**src/rtl/act_interp_pipe.sv**
```systemverilog
// rtl/act_interp_pipe.sv - three-stage table-interpolated activation unit
// Maps signed x to a table segment, outputs base + slope*rem (or base in step mode).
module act_interp_pipe #(
    parameter int WIDTH = 8,
    parameter int FRAC  = 4,
    localparam int ADDR = WIDTH - FRAC
) (
    input  logic             clk,
    input  logic             rst,
    input  logic             in_valid,
    output logic             in_ready,
    input  logic [WIDTH-1:0] in_data,
    input  logic             in_step,
    output logic             out_valid,
    input  logic             out_ready,
    output logic [WIDTH-1:0] out_data,
    input  logic             lut_we,
    input  logic [ADDR-1:0]  lut_addr,
    input  logic [WIDTH-1:0] lut_wdata
);

    localparam int DEPTH = 1 << ADDR;
    localparam int PW    = WIDTH + FRAC + 2;
    localparam logic [ADDR-1:0] IDX_FLIP = ADDR'(1) << (ADDR - 1);

    logic [WIDTH-1:0] lut_q [DEPTH];

    logic                   enable;
    logic [ADDR-1:0]        idx;
    logic [ADDR-1:0]        next_idx;

    logic                   s1_valid_q;
    logic [WIDTH-1:0]       s1_base_q;
    logic [WIDTH-1:0]       s1_next_q;
    logic [FRAC-1:0]        s1_rem_q;
    logic                   s1_step_q;

    logic [WIDTH:0]         s2_diff;
    logic signed [PW-1:0]   s2_prod_d;
    logic                   s2_valid_q;
    logic [WIDTH-1:0]       s2_base_q;
    logic signed [PW-1:0]   s2_prod_q;
    logic                   s2_step_q;

    logic [WIDTH-1:0]       out_data_d;
    logic                   out_valid_q;
    logic [WIDTH-1:0]       out_data_q;

    // Whole pipe moves in lockstep; bubbles are kept, not squeezed out.
    assign enable    = !out_valid_q | out_ready;
    assign in_ready  = enable;
    assign out_valid = out_valid_q;
    assign out_data  = out_data_q;

    // Offset-binary segment index: most negative x lands on entry 0.
    assign idx      = in_data[WIDTH-1:FRAC] ^ IDX_FLIP;
    assign next_idx = (&idx) ? idx : idx + 1'b1;

    // Table has no reset; a same-cycle write is seen only by later samples.
    always_ff @(posedge clk) begin
        if (lut_we) begin
            lut_q[lut_addr] <= lut_wdata;
        end
    end

    always_ff @(posedge clk or posedge rst) begin
        if (rst) begin
            s1_valid_q <= 1'b0;
            s1_base_q  <= '0;
            s1_next_q  <= '0;
            s1_rem_q   <= '0;
            s1_step_q  <= 1'b0;
        end else if (enable) begin
            s1_valid_q <= in_valid;
            s1_base_q  <= lut_q[idx];
            s1_next_q  <= lut_q[next_idx];
            s1_rem_q   <= in_data[FRAC-1:0];
            s1_step_q  <= in_step;
        end
    end

    always_comb begin
        s2_diff   = {s1_next_q[WIDTH-1], s1_next_q} - {s1_base_q[WIDTH-1], s1_base_q};
        s2_prod_d = $signed({{(PW-WIDTH-1){s2_diff[WIDTH]}}, s2_diff})
                  * $signed({{(PW-FRAC){1'b0}}, s1_rem_q});
    end

    always_ff @(posedge clk or posedge rst) begin
        if (rst) begin
            s2_valid_q <= 1'b0;
            s2_base_q  <= '0;
            s2_prod_q  <= '0;
            s2_step_q  <= 1'b0;
        end else if (enable) begin
            s2_valid_q <= s1_valid_q;
            s2_base_q  <= s1_base_q;
            s2_prod_q  <= s2_prod_d;
            s2_step_q  <= s1_step_q;
        end
    end

    // Result lies between base and next, so wrapping to WIDTH is exact.
    always_comb begin
        out_data_d = s2_base_q;
        if (!s2_step_q) begin
            out_data_d = WIDTH'(s2_base_q + WIDTH'(s2_prod_q >>> FRAC));
        end
    end

    always_ff @(posedge clk or posedge rst) begin
        if (rst) begin
            out_valid_q <= 1'b0;
            out_data_q  <= '0;
        end else if (enable) begin
            out_valid_q <= s2_valid_q;
            if (s2_valid_q) begin
                out_data_q <= out_data_d;
            end
        end
    end

endmodule

```
**config.mk**
```make
export PLATFORM = sky130hd
export DESIGN_NAME = act_interp_pipe
export DESIGN_NICKNAME = d
export VERILOG_FILES = /design/src/rtl/act_interp_pipe.sv
export SDC_FILE = /design/constraint.sdc
export NUM_CORES = 1
export LEC_CHECK = 0
export ABC_AREA = 1
export BUFFER_PORTS_ARGS = -buffer_cell sky130_fd_sc_hd__buf_4
export CAP_MARGIN = 30
export CELL_PAD_IN_SITES_DETAIL_PLACEMENT = 0
export CELL_PAD_IN_SITES_GLOBAL_PLACEMENT = 1
export CORE_ASPECT_RATIO = 1.4
export CORE_MARGIN = 10
export CORE_UTILIZATION = 40
export DETAILED_ROUTE_END_ITERATION = 8
export GPL_TIMING_DRIVEN = 0
export PLACE_DENSITY_LB_ADDON = 0.3
export SLEW_MARGIN = 15
export SYNTH_ARGS = -nofsm -noshare
export SYNTH_HDL_FRONTEND = slang
export SYNTH_SLANG_ARGS = --single-unit
```
**constraint.sdc**
```tcl
create_clock -name clk -period 4.3 [get_ports clk]
set_input_delay 0.215 -clock clk [delete_from_list [all_inputs] [get_ports clk]]
set_output_delay 0.215 -clock clk [all_outputs]
set_load 0.02 [all_outputs]
```
==> run summary <==
status: finished with violations
violated checks: setup timing
routability cong.: 0.987
R2R setup slack: -20 ps
gr usage total: 0.212
design area: 11900 um^2
leakage: 4.95 nW
Worst-path clk slew: 70 ps
Final period util: 1.00
count of final hold-check violations: 0
Design Power: 9.23 mW
RSZ-0062 raised after global routing: true
Vias: 8640
Die X: 155 um
layout cell share with drive strength beyond 1: 0.143
first-pass GRT wire length: 52000 um
clk_skew: 12.3 ps
Mapped Cells: 1155
PortBufs: 34
Initial DRC Count: 703
EDFF count, synth: 128
hold-critical path depth: 3
CTS Sinks: 177
ys flop type: edfxtp_1
Data arrival, critical path: 4640 ps
residual DRC count: 0
post-synthesis net count: 1233
count leader, synth: nand2_1
post-place instance area: 10800 um^2
final wirelength: 34100 um
normalized max-slew margin: 0.427
Largest delay share family, worst path: adder cells
VDD IR max: 0.000767 V
fin util: 0.479
ys async rst share: 0.277
Period minus WS final: 4320 ps
Routed Antenna Nets: 0
CP peak stage delay: 510 ps
Die ar.: 32200 um^2
die height: 209 um
Skew-Pair Late Insertion Delay: 440 ps
clock tree from TritonCTS: done
Starting Density: 0.409
WP buf/inv: 5
drt first pass iters: 6
Distinct cells, synth: 37
worst setup margin: -15.1 ps
CTS buffer count: 17
Syn Area/Cell: 8.79 um^2
synth warn: 0
Area contributors post-synth: edfxtp_1 (38%), dfrtp_1 (12%), o21ai_0 (7.6%)
Core Region: 24800 um^2
initial antenna violation count: 0
DR WL/cell: 21.7 um
sequential area share after synthesis: 0.499
Diodes inserted: 0
post-synthesis register bit count: 177
Worst path depth: 23
root buffer cell: clkbuf_16
synth cell count leaders: nand2_1 (191), nor2_1 (175), o21ai_0 (155)
worst r2r path cells: 23
Rows: 68
Min-Delay Path Class: input port to register
Required @ worst endpoint: 4630 ps
Cell Area, Synth: 10200 um^2
Hold Slack: 56.1 ps
worst-path cell chain: ha_4, fa_2, inv_2, nand2_2, nand2_2, nand2_2, o21bai_1, xor2_1, inv_1, nor2_1, ha_1, fa_1, inv_1, fa_1, inv_2, ha_4, inv_1, nor3_4, nand3_2, nand3_2, nand3_1, nand3_2, nand2_1
Critical Path Start Type: register
global route overflow: 0
fin. max-slew vios: 0
vias per cell: 5.49
Area Overhead vs Synth: 17.3%
vias in the first global route: 8826
fmax: 232 MHz
setup_tns: -15.1 ps
IO Count: 36
Worst-Margin Slew: 860 ps
Final nets: 1324
H-tree lvl count: 4
max cap viols: 0
WS Path Type: register to register
maximum number of pins on one net before global-route repair: 36
Synth top area share: 0.379
post-DP HPWL: 24800 um
CTS max path bufs: 2
pwr/cell area: 775 nW/um^2
Final setup viols: 1
Slowest-stage cell, CP: fa_1
crit end category: register
peak fanout along the critical path: 4
Yosys top cell by area: edfxtp_1
==> metrics by stage <==
| stage | std cells | worst slack [ps] |
|---|---|---|
| floorplan | 1155 | 172 |
| global placement | 1504 | -320 |
| detailed placement | 1508 | -355 |
| CTS | 1563 | -3.87 |
| global route | 1574 | -274 |
| finish | 1574 | -15.1 |
==> worst register-to-register path, stage by stage (launching register included) <==
cell	delay, ps
dfrtp_1	410
ha_4	180
fa_2	370
inv_2	60
nand2_2	40
nand2_2	80
nand2_2	60
o21bai_1	150
xor2_1	270
inv_1	140
nor2_1	110
ha_1	260
fa_1	510
inv_1	50
fa_1	490
inv_2	50
ha_4	280
inv_1	90
nor3_4	190
nand3_2	90
nand3_2	90
nand3_1	90
nand3_2	100
nand2_1	60
==> cell usage in the layout (no fill, tap or decap), types with 17 or more instances in the layout <==
master,Yosys,layout
clkbuf_1,28,29
nand2_1,191,186
inv_1,121,109
ha_1,35,27
edfxtp_1,128,128
dfrtp_1,49,49
nor2_1,175,173
clkbuf_16,0,17
a21oi_1,37,35
nand3_1,55,51
buf_4,9,73
o21ai_0,155,154
o211ai_1,48,48
o22ai_1,24,24
==> state kept, by name (all words and copies together), names as in the netlist, 4 cells and up <==
signal / count
s2_prod_q: 8
out_data: 8
s2_base_q: 8
s1_rem_q: 4
s1_base_q: 8
lut_q: 128
s1_next_q: 8
==> routing by layer <==
layer  vias to the layer above  wire length, um  global-route usage
met2                       307            17400               0.373
met5                         -                0                   0
met4                         0             1960               0.121
met1                      4157            12800               0.232
li1                       4096                -                   -
met3                        80             1930              0.0376
==> where the power goes <==
| part | switching (mW) | internal [mW] |
|---|---|---|
| Sequential | 0.118 | 2.06 |
| Combinational | 3.18 | 2.40 |
| Clock | 0.726 | 0.756 |
==> timing repair <==
| action | in CTS | in global routing |
|---|---|---|
| setup endpoints to repair | 4 | 4 |
| gates resized for setup | 24 | 27 |
| hold buffers | 6 | 0 |
| endpoints found under the hold margin | 19 | 0 |
| pin swaps | 17 | 13 |
| buffers inserted | 17 | 6 |
==> worst paths after layout <==
kind                                       to          from
min in group asynchronous           s2_step_q           rst
worst min-delay path              s1_rem_q[3]    in_data[3]
worst max register to register  s2_prod_q[11]  s1_base_q[0]
max in group asynchronous         s1_rem_q[1]           rst
worst max-delay path            s2_prod_q[11]  s1_base_q[0]
worst min register to register   s1_next_q[6]  s1_next_q[6]
==> area by class of cell <==
type                       instances  area (um^2)
timing repair buffer              72          572
clock buffer                      18          429
clock inverter                    14          121
fill                            2471        12900
sequential                       177         5070
multi-input combinational        794         4540
inverter                         127          484
buffer                            57          295
tap                              315          394
==> cell families (layout without fill, tap and decap cells) <==
group           count (synthesis)  in the layout  share of synthesized area
flops                         177            177                      0.499
simple gates                  443            443                      0.177
buf+inv                       184            288                     0.0765
xor+xnor                       12             12                     0.0104
compound gates                287            287                      0.160
fa+ha+maj                      52             52                     0.0767
(Power assumes the default switching activity.)
